==> config.mk <==
export PLATFORM = sky130hd
export DESIGN_NAME = a2d_intf
export DESIGN_NICKNAME = d
export VERILOG_FILES = /design/src/rtl/a2d_pkg.sv /design/src/rtl/a2d_intf_spi_mstr16.sv /design/src/rtl/a2d_intf.sv
export SDC_FILE = /design/constraint.sdc
export NUM_CORES = 1
export LEC_CHECK = 0
export CORE_MARGIN = 2
export CORE_UTILIZATION = 56
export DETAILED_ROUTE_END_ITERATION = 7
export GPL_TIMING_DRIVEN = 0
export PLACE_DENSITY = 0.81
export SLEW_MARGIN = 20
export SYNTH_ARGS = -nofsm -noshare
export SYNTH_HDL_FRONTEND = slang
export SYNTH_SLANG_ARGS = --single-unit
==> constraint.sdc <==
create_clock -name clk -period 2.84 [get_ports clk]
set_input_delay 0.426 -clock clk [delete_from_list [all_inputs] [get_ports clk]]
set_output_delay 0.426 -clock clk [all_outputs]
set_load 0.005 [all_outputs]
==> src/rtl/a2d_pkg.sv <==
// ---------------------------------------------------------------------------
// a2d_pkg : shared types, SPI timing constants and channel-select word builder
// Rev 1.0
// ---------------------------------------------------------------------------
`default_nettype none

package a2d_pkg;

  localparam int FRAME_W = 16;

  localparam logic [4:0] SCLK_LOAD = 5'b10111;
  localparam logic [4:0] SCLK_RISE = 5'd15;
  localparam logic [4:0] SCLK_FALL = 5'd31;

  typedef enum logic [2:0] {
    IDLE   = 3'd0,
    FRAME1 = 3'd1,
    GAP    = 3'd2,
    FRAME2 = 3'd3,
    DONE   = 3'd4
  } state_t;

  // Channel sits in bits [13:11] of the control word; all other bits zero.
  function automatic logic [FRAME_W-1:0] tx_word(input logic [2:0] chnnl);
    return {2'b00, chnnl, 11'h000};
  endfunction

endpackage

`default_nettype wire

==> src/rtl/a2d_intf_spi_mstr16.sv <==
// ---------------------------------------------------------------------------
// spi_mstr16 : one full-duplex SPI frame (SCLK idles high, MOSI on fall, MISO on rise)
// Rev 1.0
// ---------------------------------------------------------------------------
`default_nettype none

module spi_mstr16 #(
  parameter int SCLK_DIV_W = 5,
  parameter int FRAME_W    = 16
) (
  input  logic               clk,
  input  logic               rst,
  input  logic               wrt,
  input  logic [FRAME_W-1:0] tx_data,
  input  logic               miso,
  output logic               done,
  output logic [FRAME_W-1:0] rx_data,
  output logic               ss_n,
  output logic               sclk,
  output logic               mosi
);

  import a2d_pkg::*;

  localparam int CNT_W = $clog2(FRAME_W + 1);

  localparam logic [SCLK_DIV_W-1:0] c_load  = SCLK_DIV_W'(SCLK_LOAD);
  localparam logic [SCLK_DIV_W-1:0] c_rise  = SCLK_DIV_W'(SCLK_RISE);
  localparam logic [SCLK_DIV_W-1:0] c_fall  = SCLK_DIV_W'(SCLK_FALL);
  localparam logic [CNT_W-1:0]      c_frame = CNT_W'(FRAME_W);

  logic [SCLK_DIV_W-1:0] r_div;
  logic [CNT_W-1:0]      r_cnt;
  logic [FRAME_W-1:0]    r_shreg;
  logic                  r_ss_n;
  logic                  r_mosi;
  logic                  w_last;

  // Last clk of the frame: every bit sampled and SCLK back at its high end.
  assign w_last = !r_ss_n && (r_cnt == c_frame) && (r_div == c_fall);

  always_ff @(posedge clk or posedge rst) begin
    if (rst) begin
      r_ss_n  <= 1'b1;
      r_div   <= '0;
      r_cnt   <= '0;
      r_shreg <= '0;
      r_mosi  <= 1'b0;
    end else if (r_ss_n) begin
      if (wrt) begin
        r_ss_n  <= 1'b0;
        r_div   <= c_load;
        r_cnt   <= '0;
        r_shreg <= tx_data;
      end
    end else if (w_last) begin
      r_ss_n <= 1'b1;
    end else begin
      r_div <= r_div + 1'b1;
      if (r_div == c_fall) begin
        r_mosi <= r_shreg[FRAME_W-1];
      end
      if (r_div == c_rise) begin
        r_shreg <= {r_shreg[FRAME_W-2:0], miso};
        r_cnt   <= r_cnt + 1'b1;
      end
    end
  end

  assign done    = w_last;
  assign rx_data = r_shreg;
  assign ss_n    = r_ss_n;
  assign sclk    = r_ss_n | r_div[SCLK_DIV_W-1];
  assign mosi    = r_mosi;

endmodule

`default_nettype wire

==> src/rtl/a2d_intf.sv <==
// ---------------------------------------------------------------------------
// a2d_intf : channel-select + readback SPI sequencer for the 8-ch 12-bit A2D.
// Optional build macro A2D_RES_INV_EN inverts the published result.  Rev 1.0
// ---------------------------------------------------------------------------
`default_nettype none

module a2d_intf #(
  parameter int SCLK_DIV_W = 5,
  parameter int FRAME_W    = a2d_pkg::FRAME_W,
  parameter int GAP_CLKS   = 2
) (
  input  logic        clk,
  input  logic        rst,
  input  logic        strt_cnv,
  input  logic [2:0]  chnnl,
  input  logic        MISO,
  output logic        SS_n,
  output logic        SCLK,
  output logic        MOSI,
  output logic [11:0] res,
  output logic        cnv_cmplt
);

  import a2d_pkg::*;

  // The GAP state lasts GAP_CLKS-1 cycles; the registered wrt adds the last one.
  localparam int GAP_W = (GAP_CLKS > 2) ? $clog2(GAP_CLKS - 1) : 1;
  localparam logic [GAP_W-1:0] c_gap_load = GAP_W'(GAP_CLKS - 2);

  state_t             r_state, w_state_nxt;
  logic               r_wrt, w_wrt_nxt;
  logic [FRAME_W-1:0] r_tx, w_tx_nxt;
  logic [GAP_W-1:0]   r_gap, w_gap_nxt;
  logic [11:0]        r_res, w_res_nxt;
  logic               r_cmplt, w_cmplt_nxt;

  logic               w_spi_done;
  logic [FRAME_W-1:0] w_rx;
  logic [11:0]        w_res_new;
  logic               w_unused_rx;

  spi_mstr16 #(
    .SCLK_DIV_W (SCLK_DIV_W),
    .FRAME_W    (FRAME_W)
  ) u_spi (
    .clk     (clk),
    .rst     (rst),
    .wrt     (r_wrt),
    .tx_data (r_tx),
    .miso    (MISO),
    .done    (w_spi_done),
    .rx_data (w_rx),
    .ss_n    (SS_n),
    .sclk    (SCLK),
    .mosi    (MOSI)
  );

  assign w_unused_rx = ^w_rx[FRAME_W-1:12];

`ifdef A2D_RES_INV_EN
  assign w_res_new = ~w_rx[11:0];
`else
  assign w_res_new = w_rx[11:0];
`endif

  always_ff @(posedge clk or posedge rst) begin
    if (rst) begin
      r_state <= IDLE;
      r_wrt   <= 1'b0;
      r_tx    <= '0;
      r_gap   <= '0;
      r_res   <= '0;
      r_cmplt <= 1'b0;
    end else begin
      r_state <= w_state_nxt;
      r_wrt   <= w_wrt_nxt;
      r_tx    <= w_tx_nxt;
      r_gap   <= w_gap_nxt;
      r_res   <= w_res_nxt;
      r_cmplt <= w_cmplt_nxt;
    end
  end

  always_comb begin
    w_state_nxt = r_state;
    w_wrt_nxt   = 1'b0;
    w_tx_nxt    = r_tx;
    w_gap_nxt   = r_gap;
    w_res_nxt   = r_res;
    w_cmplt_nxt = r_cmplt;
    case (r_state)
      IDLE, DONE: begin
        if (strt_cnv) begin
          w_state_nxt = FRAME1;
          w_wrt_nxt   = 1'b1;
          w_tx_nxt    = FRAME_W'(tx_word(chnnl));
          w_cmplt_nxt = 1'b0;
        end
      end
      FRAME1: begin
        if (w_spi_done) begin
          w_state_nxt = GAP;
          w_gap_nxt   = c_gap_load;
        end
      end
      GAP: begin
        if (r_gap == '0) begin
          w_state_nxt = FRAME2;
          w_wrt_nxt   = 1'b1;
        end else begin
          w_gap_nxt = r_gap - 1'b1;
        end
      end
      FRAME2: begin
        if (w_spi_done) begin
          w_state_nxt = DONE;
          w_res_nxt   = w_res_new;
          w_cmplt_nxt = 1'b1;
        end
      end
      default: w_state_nxt = IDLE;
    endcase
  end

  assign res       = r_res;
  assign cnv_cmplt = r_cmplt;

endmodule

`default_nettype wire

======== Yosys cells after proc, flatten, opt, wreduce, memory -nomap -nowiden ========
Cells that the tools add are included.
cells by class
  $add $sub $neg .......................... 3
  equal/unequal tests ..................... 13
  mux-type cells .......................... 28
  bitwise gates (word level) .............. 3
  reductions and logical operators ........ 16
operator list
  kind                   number
  $mux W16               4
  $mux W5                7
  $mux W3                4
  $pmux W3 S4            1
  $add A5 B1 Y5 const B  2
  $eq A5 B5 Y1 const B   2
  $mux W1                9
  $reduce_and A3 Y1      3
  $ne A2 B2 Y1 const B   4
  $reduce_and A2 Y1      4
  $eq A3 B2 Y1 const B   2
  $pmux W1 S2            3
  $reduce_bool A2 Y1     3
  $eq A5 B4 Y1 const B   1
  $ne A2 B1 Y1 const B   2
  $reduce_and A4 Y1      1
  $eq A3 B1 Y1 const B   1
  $eq A3 B3 Y1 const B   1
  $logic_not A3 Y1       1
  $logic_and A1 B1 Y1    2
  $not A1 Y1             2
  $reduce_or A2 Y1       1
  $logic_not A1 Y1       1
  $or A1 B1 Y1           1
  $sub A1 B1 Y1 const B  1
storage, ports and cells
  register bits ........................... 49
  logic and storage cells ................. 74

======== Longest topological paths before layout ========
  depth in word-level cells ............... 5
  mapped depth ............................ 8
  mapped depth without buffers ............ 6

======== Modules after synthesis ========
Synthesis repeated with hierarchy kept, for this count alone.
unflattened totals
  cells, all modules ...................... 175
  area, all modules ....................... 2259.7 sq um
by module, submodules not included
  module      instances  cells each  area each (sq um)
  spi_mstr16  1          121         1450.1
  a2d_intf    1          54          809.5

======== Least setup slack after synthesis ========
Ideal clock, no wire load.
  path type ............................... reg2reg
  from .................................... register u_spi.r_div[0]
  to ...................................... register u_spi.r_cnt[0]
  setup time .............................. 0.125 ns
  arrival time ............................ 2.053 ns
  data required time ...................... 2.715 ns
  slack ................................... 0.662 ns
  cell stages (with the launch flop) ...... 9
  path buffers ............................ 2
  path through ............................ dfrtp_1 > ha_1 > and3_1 > ha_1 > and2_1 > buf_2 > a21oi_4 > buf_6 > mux2_2
between the ends
  cells in the longest elaborated chain, start to end .. 4
  elaborated cells on any way between the ends .. 6
RTL lines
  item                           line                       source
  start, declared                a2d_intf_spi_mstr16.sv:32  logic [SCLK_DIV_W-1:0] r_div;
  start signal, assigned         a2d_intf_spi_mstr16.sv:52  r_div <= c_load;
  start signal, assigned         a2d_intf_spi_mstr16.sv:59  r_div <= r_div + 1'b1;
  $eq A5 B5 Y1                   a2d_intf_spi_mstr16.sv:40  assign w_last = !r_ss_n && (r_cnt == c_frame) && (r_div == c_fall);
  $logic_and A1 B1 Y1            a2d_intf_spi_mstr16.sv:40
  $ne A2 B2 Y1 (no line)         n/a
  $reduce_and A3 Y1 (no line) *  n/a
  end signal, assigned           a2d_intf_spi_mstr16.sv:65  r_cnt <= r_cnt + 1'b1;
  end, declared                  a2d_intf_spi_mstr16.sv:33  logic [CNT_W-1:0] r_cnt;
Mark *: on every way between the ends. The rest lies on a longest branch, timed or not.
A chain may end at the register's enable or synchronous reset.

======== Final worst setup path ========
  from .................................... register u_spi.r_ss_n, in the netlist u_spi.ss_n
  to ...................................... output SCLK
between the ends
  cells in the longest elaborated chain, start to end .. 1
RTL lines
  item                    line                       source
  start, declared         a2d_intf_spi_mstr16.sv:35  logic r_ss_n;
  start signal, assigned  a2d_intf_spi_mstr16.sv:44  r_ss_n <= 1'b1;
  start signal, assigned  a2d_intf_spi_mstr16.sv:51  r_ss_n <= 1'b0;
  start signal, assigned  a2d_intf_spi_mstr16.sv:57  r_ss_n <= 1'b1;
  $or A1 B1 Y1            a2d_intf_spi_mstr16.sv:73  assign sclk = r_ss_n | r_div[SCLK_DIV_W-1];
  end, declared           a2d_intf.sv:18             output logic SCLK,
No other way between the ends.

==> flow_summary.json <==
{
  "dieWidth_um": 67.6,
  "cap_violations": 0,
  "avgSynthCellArea_um2": 13.4,
  "rows": 23,
  "wirelength_um": 4210,
  "core_area_um2": 3940,
  "stdcell_count": 250,
  "layout_min_cycle_time_ps": 2590,
  "final_layout_size_suffix_gt1_share_pct": 28.5,
  "drc_errors": 0,
  "area_growth_pct": 18.3,
  "synth_top_area_share_pct": 51.9,
  "hold_violations": 0,
  "worstMarginPinSlew_ps": 598,
  "hold_class": "primary input to async pin",
  "syn-instance-count": 169,
  "start_util_pct": 57.4,
  "grt_setup_unrepaired": "false",
  "cts_tree": "yes",
  "clk_pin_slew_ps": 90,
  "cts_max_level": 2,
  "cts_buffers": 5,
  "grt_use_total_pct": 21.1,
  "setup_viol": 0,
  "cts.hold.buffers_added": 0,
  "post-route-period-util_pct": 91.2,
  "switching_share_pct": 21.0,
  "status": "complete, no violations",
  "powerDensity_nw_per_um2": 469,
  "timing.fmax_mhz": 386,
  "syn_area_um2": 2260,
  "ys_ff_latch": 48,
  "r2r_setup_slack_ps": 400,
  "cp.arrival_ps": 2160,
  "utilization_pct": 67.9,
  "synth_top_area_cell": "dfrtp_1",
  "crit_required_ps": 2410,
  "finClkSkew_ps": 6.12,
  "grt_start_max_net_pins": 37,
  "critPathKind": "register to output pin",
  "hpwl_um": 3030,
  "final_nets": 211,
  "port_buffers": 22,
  "avgRoutedWirePerCell_um": 16.8,
  "synth_fp_nets": 181,
  "slew_violations": 0,
  "dieHeight_um": 67.6,
  "slew_headroom_pct": 60.0,
  "synth-adder-area-share_pct": 2.76,
  "die_area_um2": 4570,
  "diodes": 0,
  "antenna_found_initial": 0,
  "crit_path_start_kind": "register",
  "gp_congestion": 0.854,
  "yosysMostFrequentCell": "dfrtp_1",
  "drtIter0Drc": 57,
  "placed_cells": 242,
  "cts_resized": 0,
  "synth_seq_area_share_pct": 53.1,
  "pwr-share-seq_pct": 57.0,
  "worstPathMaxFanout": 10,
  "cts_root_buf": "clkbuf_8",
  "first_pass_iters": 4,
  "clock_path_buffers": 2,
  "synth_mux_area_share_pct": 21.5,
  "clkSinkCount": 48,
  "grt-ovfl-total": 0,
  "p_leak_nw": 1.28,
  "ant_nets": 0,
  "io_pins": 23,
  "cp-end-kind": "output pin",
  "synthSimpleGateAreaFrac_pct": 10.2,
  "synth-xor-area-share_pct": 0,
  "synth_compound_area_share_pct": 8.07,
  "ys.warnings.count": 0,
  "grt_pass1_wl_um": 7010,
  "post-cts-setup-buffers": 0,
  "n_fill_cell": 266,
  "synthArstFlopShare_pct": 100,
  "synth_ff_type": "dfrtp_1",
  "synth_area_leaders": "dfrtp_1 (52%), mux2_2 (14%), mux2_4 (5.3%)",
  "intPower_w": 0.000993,
  "yosys.cell_types.count": 38,
  "tns_ps": 0,
  "vias_per_cell": 5.57,
  "synthTopCellsByCount": "dfrtp_1 (47), mux2_2 (28), nor2b_1 (15)",
  "clkPwrFrac_pct": 38.7,
  "synth_edf_count": 0,
  "clock_latency_ps": 300,
  "vias": 1392,
  "p_switching_w": 0.000264,
  "grt_pass1_vias": 1447,
  "synth_top_family_by_area": "multiplexers",
  "irDropWorstVdd_mv": 0.438,
  "combPwrFrac_pct": 4.2
}
[sequential cells by signal (all words and copies together), names as in the netlist]
signal and flops:
r_tx 3, u_spi.r_div 5, cnv_cmplt 1, r_wrt 1, u_spi.r_cnt 5, u_spi.ss_n 1, u_spi.rx_data 16, res 12
r_state 3, u_spi.mosi 1
[cell families (layout without fill, tap and decap cells)]
group,after synthesis,after routing
mux,40,40
compound gates,23,23
buf+inv,19,50
fa+ha+maj,5,5
simple gates,34,34
flops,48,48
[cells in the final DEF (no fill, tap or decap), types with 2 or more instances in the layout]
| master | instances |
|---|---|
| mux2_4 | 8 |
| dfrtp_1 | 47 |
| clkbuf_8 | 5 |
| nand2b_1 | 6 |
| a22oi_1 | 2 |
| a21oi_1 | 5 |
| o311ai_0 | 2 |
| buf_6 | 3 |
| nand2_1 | 4 |
| clkdlybuf4s50_1 | 22 |
| inv_1 | 11 |
| clkbuf_1 | 2 |
| o41ai_1 | 3 |
| mux2i_1 | 3 |
| nor2b_1 | 15 |
| nor2_1 | 2 |
| ha_1 | 5 |
| mux2_2 | 28 |
[worst max-delay path, stage by stage, from the launching register on]
cell and delay [ps]:
dfstp_2 590, buf_4 200, clkbuf_1 400, or2_2 190, clkdlybuf4s50_1 490
[area by class of cell]
cell class | instances | area, um2 | area share (%)
sequential | 48 | 1200 | 44.9
clock inverter | 3 | 42.5 | 1.59
clock buffer | 5 | 68.8 | 2.57
inverter | 12 | 45.0 | 1.68
timing repair buffer | 23 | 240 | 8.97
multi-input combinational | 102 | 963 | 36.0
tap | 50 | 62.6 | 2.34
buffer | 7 | 53.8 | 2.01
[power by group through the flow]
stage	Clock [W]	Sequential [W]	Combinational, W
4_1_cts	0.000494	0.000717	0.0000553
5_1_grt	0.000523	0.000720	0.0000609
3_3_place_gp	0	0.000728	0.0000477
3_5_place_dp	0	0.000731	0.0000552
6_report	0.000487	0.000716	0.0000534
2_1_floorplan	0	0.000725	0.0000335
[worst paths after layout]
kind / cells after the start / endpoint / start
worst min register to register: 2 / cnv_cmplt / cnv_cmplt
max in group asynchronous: 3 / u_spi.ss_n / rst
worst max register to register: 8 / u_spi.rx_data[5] / u_spi.r_div[0]
worst max-delay path: 4 / SCLK / u_spi.ss_n
min in group clk: 2 / cnv_cmplt / cnv_cmplt
worst min-delay path: 2 / u_spi.r_cnt[1] / rst
[per-layer routing]
metal  track usage, %  vias to the layer above  routed length [um]
li1                 -                      653                   -
met1             26.0                      716                1830
met2             36.6                       17                2240
met3             4.33                        6                  84
met4             7.14                        0                  55
met5                0                        -                   0
[through the flow]
step	worst slack [ps]	hold WS [ps]	total power, W	cell area (um2)
floorplan	662	464	0.000759	2260
detailed placement	403	497	0.000786	2570
global placement	481	482	0.000776	2550
global route	169	420	0.00130	2680
finish	251	380	0.00126	2680
CTS	259	385	0.00127	2680
(Power assumes the default switching activity.)
